[src/rtl/aura_pkg.sv]
// Shared types and constants for the AURA memory-port arbiter: memory
// interface types, requester indices and the load tag-table entry.
package aura_pkg;

    localparam int NUM_REQ         = 4;
    localparam int NUM_TAGS        = 16;
    localparam int MAX_OUTSTANDING = 8;

    localparam int REQ_IDX_W = $clog2(NUM_REQ);
    localparam int TAG_W     = $clog2(NUM_TAGS);
    localparam int CNT_W     = $clog2(MAX_OUTSTANDING + 1);
    localparam int ADDR_W    = 32;
    localparam int BLOCK_W   = 64;

    typedef enum logic [1:0] {
        MEM_NONE  = 2'h0,
        MEM_LOAD  = 2'h1,
        MEM_STORE = 2'h2
    } MEM_COMMAND;

    typedef logic [ADDR_W-1:0]    ADDR;
    typedef logic [BLOCK_W-1:0]   MEM_BLOCK;
    typedef logic [TAG_W-1:0]     MEM_TAG;
    typedef logic [REQ_IDX_W-1:0] req_idx_t;
    typedef logic [CNT_W-1:0]     cnt_t;

    // Requester slots: three tile loaders and the output writer.
    localparam req_idx_t REQ_Q = req_idx_t'(0);
    localparam req_idx_t REQ_K = req_idx_t'(1);
    localparam req_idx_t REQ_V = req_idx_t'(2);
    localparam req_idx_t REQ_O = req_idx_t'(3);

    // One tag-table slot: is a load in flight on this tag, and whose is it.
    typedef struct packed {
        logic     valid;
        req_idx_t owner;
    } TAG_ENTRY_t;

    // Round-robin successor, wrapping at NUM_REQ (not necessarily a power of 2).
    function automatic req_idx_t next_idx(input req_idx_t i);
        return (i == req_idx_t'(NUM_REQ - 1)) ? '0 : req_idx_t'(i + 1'b1);
    endfunction

endpackage

[src/rtl/aura_rr_arbiter.sv]
// Combinational round-robin arbiter: grants the first eligible requester at
// or after the priority pointer, wrapping around. Grant is one-hot or zero.
module aura_rr_arbiter
    import aura_pkg::*;
(
    input  logic [NUM_REQ-1:0] eligible,
    input  req_idx_t           ptr,
    output logic [NUM_REQ-1:0] grant
);

    logic     found;
    req_idx_t idx;

    // Walk the ring starting at the pointer; the first eligible slot wins.
    always_comb begin
        // NOTE: every variable gets a default before any conditional write, so no latch can be inferred.
        grant = '0;
        found = 1'b0;
        idx   = ptr;
        for (int k = 0; k < NUM_REQ; k++) begin
            if (!found && eligible[idx]) begin
                grant[idx] = 1'b1;
                found      = 1'b1;
            end
            idx = next_idx(idx);
        end
    end

endmodule

[src/rtl/aura_mem_arbiter.sv]
// Shares the single tagged memory port among the Q/K/V tile loaders and the
// O writer. One request per cycle is granted round-robin; each accepted load
// is recorded against its memory tag so out-of-order data can be routed back
// to the loader that issued it.
module aura_mem_arbiter
    import aura_pkg::*;
(
    input  logic                clk,
    input  logic                rst_n,
    input  logic [NUM_REQ-1:0]  req_valid,
    input  MEM_COMMAND          req_cmd [NUM_REQ],
    input  ADDR                 req_addr [NUM_REQ],
    input  MEM_BLOCK            req_data [NUM_REQ],
    output logic [NUM_REQ-1:0]  req_ack,
    output logic [NUM_REQ-1:0]  rsp_valid,
    output MEM_BLOCK            rsp_data,
    output MEM_COMMAND          proc2mem_command,
    output ADDR                 proc2mem_addr,
    output MEM_BLOCK            proc2mem_data,
    input  MEM_TAG              mem2proc_transaction_tag,
    input  MEM_BLOCK            mem2proc_data,
    input  MEM_TAG              mem2proc_data_tag,
    output logic                idle,
    output logic                err_tag_reuse
);

    TAG_ENTRY_t tag_table_q [NUM_TAGS];
    TAG_ENTRY_t tag_table_d [NUM_TAGS];
    cnt_t       outstanding_q [NUM_REQ];
    cnt_t       outstanding_d [NUM_REQ];
    req_idx_t   rr_ptr_q, rr_ptr_d;
    logic       err_tag_reuse_q, err_tag_reuse_d;

    logic [NUM_REQ-1:0] eligible;
    logic [NUM_REQ-1:0] grant;
    logic               any_grant;
    req_idx_t           win_idx;
    logic               accept;
    logic               accept_load;
    TAG_ENTRY_t         rsp_entry;
    logic               rsp_hit;
    logic               none_outstanding;

    // A loader at its in-flight limit sits out; nothing is eligible while reset
    // is asserted so the memory port reads MEM_NONE during reset.
    always_comb begin
        eligible = '0;
        for (int i = 0; i < NUM_REQ; i++) begin
            eligible[i] = rst_n && req_valid[i] &&
                          ((req_cmd[i] != MEM_LOAD) ||
                           (outstanding_q[i] < cnt_t'(MAX_OUTSTANDING)));
        end
    end

    aura_rr_arbiter u_rr_arbiter (
        .eligible (eligible),
        .ptr      (rr_ptr_q),
        .grant    (grant)
    );

    // Winner drives the memory port this cycle; memory acceptance is the ack.
    always_comb begin
        any_grant = |grant;
        win_idx   = '0;
        for (int i = 0; i < NUM_REQ; i++) begin
            if (grant[i]) win_idx = req_idx_t'(i);
        end
        proc2mem_command = MEM_NONE;
        proc2mem_addr    = '0;
        proc2mem_data    = '0;
        if (any_grant) begin
            proc2mem_command = req_cmd[win_idx];
            proc2mem_addr    = req_addr[win_idx];
            proc2mem_data    = req_data[win_idx];
        end
        accept      = any_grant && (mem2proc_transaction_tag != '0);
        accept_load = accept && (req_cmd[win_idx] == MEM_LOAD);
        req_ack     = accept ? grant : '0;
    end

    // Route returning data to the loader that owns the tag; unknown tags drop.
    always_comb begin
        rsp_entry = tag_table_q[mem2proc_data_tag];
        rsp_hit   = (mem2proc_data_tag != '0) && rsp_entry.valid;
        rsp_valid = '0;
        rsp_data  = '0;
        if (rsp_hit) begin
            rsp_valid[rsp_entry.owner] = 1'b1;
            rsp_data                   = mem2proc_data;
        end
    end

    // Bookkeeping update: retire the responding tag, then record a new load.
    always_comb begin
        tag_table_d     = tag_table_q;
        rr_ptr_d        = rr_ptr_q;
        err_tag_reuse_d = err_tag_reuse_q;
        for (int i = 0; i < NUM_REQ; i++) begin
            // Accept and response for the same requester cancel out.
            outstanding_d[i] = outstanding_q[i]
                             + cnt_t'(accept_load && (win_idx == req_idx_t'(i)))
                             - cnt_t'(rsp_hit && (rsp_entry.owner == req_idx_t'(i)));
        end
        if (rsp_hit) tag_table_d[mem2proc_data_tag].valid = 1'b0;
        if (accept) rr_ptr_d = next_idx(win_idx);
        if (accept_load) begin
            // Memory handed out a tag we still consider live: flag it, keep the newest owner.
            if (tag_table_q[mem2proc_transaction_tag].valid) err_tag_reuse_d = 1'b1;
            tag_table_d[mem2proc_transaction_tag] = '{valid: 1'b1, owner: win_idx};
        end
    end

    // State registers; reset discards all in-flight bookkeeping.
    always_ff @(posedge clk or negedge rst_n) begin
        if (!rst_n) begin
            // NOTE: the tag table is reset on purpose -- stale valid bits would misroute late responses.
            for (int t = 0; t < NUM_TAGS; t++) tag_table_q[t] <= '0;
            for (int i = 0; i < NUM_REQ; i++) outstanding_q[i] <= '0;
            rr_ptr_q        <= '0;
            err_tag_reuse_q <= 1'b0;
        end else begin
            // NOTE: non-blocking assignments so every register samples pre-edge values.
            tag_table_q     <= tag_table_d;
            outstanding_q   <= outstanding_d;
            rr_ptr_q        <= rr_ptr_d;
            err_tag_reuse_q <= err_tag_reuse_d;
        end
    end

    // Idle when nobody is asking and no load is awaiting data.
    always_comb begin
        none_outstanding = 1'b1;
        for (int i = 0; i < NUM_REQ; i++) begin
            if (outstanding_q[i] != '0) none_outstanding = 1'b0;
        end
        idle          = !rst_n || (!(|req_valid) && none_outstanding);
        err_tag_reuse = err_tag_reuse_q;
    end

endmodule

[config.mk]
export PLATFORM = sky130hd
export DESIGN_NAME = aura_mem_arbiter
export DESIGN_NICKNAME = d
export VERILOG_FILES = /design/src/rtl/aura_pkg.sv /design/src/rtl/aura_rr_arbiter.sv /design/src/rtl/aura_mem_arbiter.sv
export SDC_FILE = /design/constraint.sdc
export NUM_CORES = 1
export LEC_CHECK = 0
export ABC_AREA = 1
export CAP_MARGIN = 15
export CORE_AREA = 2 2 251 253
export CTS_CLUSTER_SIZE = 20
export DETAILED_ROUTE_END_ITERATION = 7
export DIE_AREA = 0 0 253 255
export DONT_BUFFER_PORTS = 1
export PLACE_DENSITY_LB_ADDON = 0.1
export SYNTH_ARGS = -nofsm -noshare
export SYNTH_HDL_FRONTEND = slang
export SYNTH_SLANG_ARGS = --single-unit
[constraint.sdc]
create_clock -name clk -period 3.33 [get_ports clk]
set_input_delay 0.8325 -clock clk [delete_from_list [all_inputs] [get_ports clk]]
set_output_delay 0.8325 -clock clk [all_outputs]
set_load 0.01 [all_outputs]
==> qor.csv, run 1 <==
stage;metric;value;unit
status;status;complete, but fails checks;
status;violations;negative setup slack;
routing;drt-wirelength-per-cell;26.2;microns
sta;hold_viol;0;
routing;route.detailed.drc;0;
floorplanning;die_area;64500;sq um
floorplanning;ioPinCount;642;
routing;dr.pass1.iters;5;
global_route;grt_pass1_vias;10500;
critical_path;path_max_fanout;11;
critical_path;end_kind;primary output;
flow_run;drv_cap;0;
clocking;clkTransAtPathRegs;60;ps
global_route;grt_use_total;17.4;%
sta;period_minus_slack;3960;ps
critical_path;r2r_end;outstanding_q[13];
floorplanning;die_y;255;microns
clocking;clk_latency;350;ps
synth;synthAdderAreaFrac;5.86;%
global_route;gr-total-overflow;0;
synth;synth-compound-area-share;25.1;%
synth;netlist_area;7990;sq um
sta;final_max_slew_viol_count;0;
clocking;cts_inserted_buffers;9;
synth;synth_top_family_by_area;simple AND/OR/NAND/NOR gates;
clocking;cts_root_buf;clkbuf_16;
sta;hold_slack;185;ps
synth;avgSynthCellArea;5.89;sq um
synth;synthSimpleGateAreaFrac;35.2;%
clocking;htreeDepth;3;
routing;drtAntennaViolNets;0;
sta;fin_crit_sh;119;%
synth;yosys_warnings;0;
sta;fmax;253;MHz
synth;synth-seq-cells;67;
synth;synthCells;1355;
floorplanning;die_x;253;microns
critical_path;cp_cell_sequence;ha_4 -> inv_4 -> nand2_4 -> nand3_4 -> nand2_2 -> nand2_2 -> nand2_4 -> nor2_4 -> nand3_2 -> nand2_4 -> buf_4 -> nor2_4 -> buf_12 -> nand2_8 -> inv_6 -> buf_12 -> buf_16 -> o32ai_4 -> buf_6;
place;portBuffers;0;
sta;rsz0062_at_grt;yes;
routing;wirelength;62100;microns
routing;routed_via_density;4.52;
critical_path;reg2reg_slack;-300;ps
final_layout;final_cell_mix;nor2_1 (339), buf_4 (210), o21ai_0 (154), nand2_1 (130), inv_1 (106);
final_layout;drive_above_1_share;34.7;%
final_layout;syn2layout_area_growth;67.4;%
sta;fin_ws;-629;ps
sta;setup_viol;117;
global_route;antenna_found_initial;27;
final_layout;layout_commonest_cell;nor2_1;
place;globalplace.congestion;0.949;
place;hpwl;49600;microns
min_path;hp-class;input port to asynchronous set/reset pin;
global_route;grt_pass1_wl;80000;microns
final_layout;design_area;13400;sq um
global_route;grt_max_degree;73;
synth;synth_cell_type_count;33;
routing;via_count;10700;
critical_path;r2r_cells;25;
sta;tightest_slew;547;ps
sta;fin_skew;15.1;ps
critical_path;slowest_delay;440;ps
synth;synth_fp_nets;1860;
clocking;cts.path.max_buffers;2;
routing;drt_iter0_drc;683;
place;dpl-instance-area;11400;sq um
final_layout;nNetsFinal;2059;
critical_path;worstSetupPathType;flip-flop to primary output;
clocking;cts_sinks;67;
clocking;postCtsHoldBufs;0;
critical_path;critPathSlowestCell;dfrtp_2;
critical_path;cp.arrival;3130;ps
sta;slew_headroom;63.2;%
clocking;cts_tree;yes;
floorplanning;core;62200;sq um
synth;ys_seq_area_share;21.0;%
critical_path;crit_top_cell;nand2_4;
synth;synthMuxAreaShare;0;%
floorplanning;start_util;12.8;%
synth;synth_xor_area_share;0.877;%
critical_path;required;2500;ps
critical_path;cp-start-kind;flip-flop;
critical_path;r2r_start;rr_ptr_q[0];
floorplanning;rows;92;
==> cells in the mapped netlist (all sizes together) <==
cell type  count  area [sq um]
a31oi          7          43.8
buf           35           216
nand3        114           636
o21ai        216          1080
a22oi         10          75.1
clkbuf        63           236
inv          134           503
nor4           2          12.5
or4            1          7.51
nor3           4          20.0
ha            31           388
a21oi         48           252
o32ai         56           490
fa             4          80.1
nand4          2          12.5
o22ai          8          50.1
nor2         387          1500
dfrtp         67          1680
or2            1          6.26
xnor2          8          70.1
nand2        156           626
a221oi         1          8.76
==> cell type report <==
type                       instances  area (sq um)
sequential                        67          1680
inverter                         134           543
timing repair buffer             286          2900
clock inverter                     4          47.5
tap                              799          1000
clock buffer                      12           267
antenna                           12          30.0
fill                            7048         48800
multi-input combinational       1056          6910
==> layer usage <==
layer,GRT usage (%),routed length (microns)
met3,5.58,5370
met5,0,96
met1,21.7,25400
met4,5.34,1520
met2,28.5,29700
==> flip-flops by register name, summed over array words and instances, names as in the netlist <==
register	flops
tag_table_q	48
outstanding_q	16
rr_ptr_q	2
err_tag_reuse	1
==> worst max-delay path by stage <==
stage | cells past startpoint | start | end
after floorplan | 23 | req_valid[0] | outstanding_q[9]
after global placement | 18 | req_cmd[7] | proc2mem_data[2]
after detailed placement | 18 | req_cmd[7] | proc2mem_data[2]
after CTS | 20 | rr_ptr_q[0] | proc2mem_addr[31]
after global routing | 17 | rr_ptr_q[1] | proc2mem_data[5]
final | 19 | rr_ptr_q[0] | proc2mem_data[5]
==> worst max-delay path: cells and delay by family, from the launching register on <==
family                     cells  cell delay [ps]
and+or+nand+nor               10              940
buffers and inverters          7              830
DFF                            1              440
AOI/OAI and AO/OA              1              370
adders and majority gates      1              200
==> timing repair <==
action	4_1_cts	5_1_grt
endpoints found under the setup margin	181	214
resized for setup	206	82
gates cloned	5	5
setup buffers	17	13
pin swaps	39	25
==> stage by stage <==
stage / cells / setup TNS [ps] / setup WS [ps] / utilization [%]
final: 2370 / -49160 / -629 / 21.5
after global placement: 2303 / -62320 / -789 / 18.3
after global routing: 2370 / -70960 / -777 / 21.5
after detailed placement: 2303 / -51970 / -736 / 18.3
after CTS: 2341 / -53580 / -597 / 20.6
after floorplan: 1355 / -1100 / -170 / -
==> kinds of logic (layout without fill, tap and decap cells) <==
family          Yosys count  after routing
flops                    67             67
buf+inv                 232            436
other cells               0             12
simple gates            667            667
fa+ha+maj                35             35
compound gates          346            346
xor+xnor                  8              8
Power of run 1 is left out: the tool's default activity adds up to more than one toggle a clock period on the data nets, which glitch-free logic cannot reach.
==> inputs of run 2 (changes only) <==
--- a/config.mk
+++ b/config.mk
@@ -12,6 +12,7 @@
 export DETAILED_ROUTE_END_ITERATION = 7
 export DIE_AREA = 0 0 253 255
 export DONT_BUFFER_PORTS = 1
+export HOLD_SLACK_MARGIN = 0.1
 export PLACE_DENSITY_LB_ADDON = 0.1
 export SYNTH_ARGS = -nofsm -noshare
 export SYNTH_HDL_FRONTEND = slang
==> results of run 2 <==
Final layout, timing and power as in run 1 (identical DEF).
Power of run 2 is left out for the same reason.
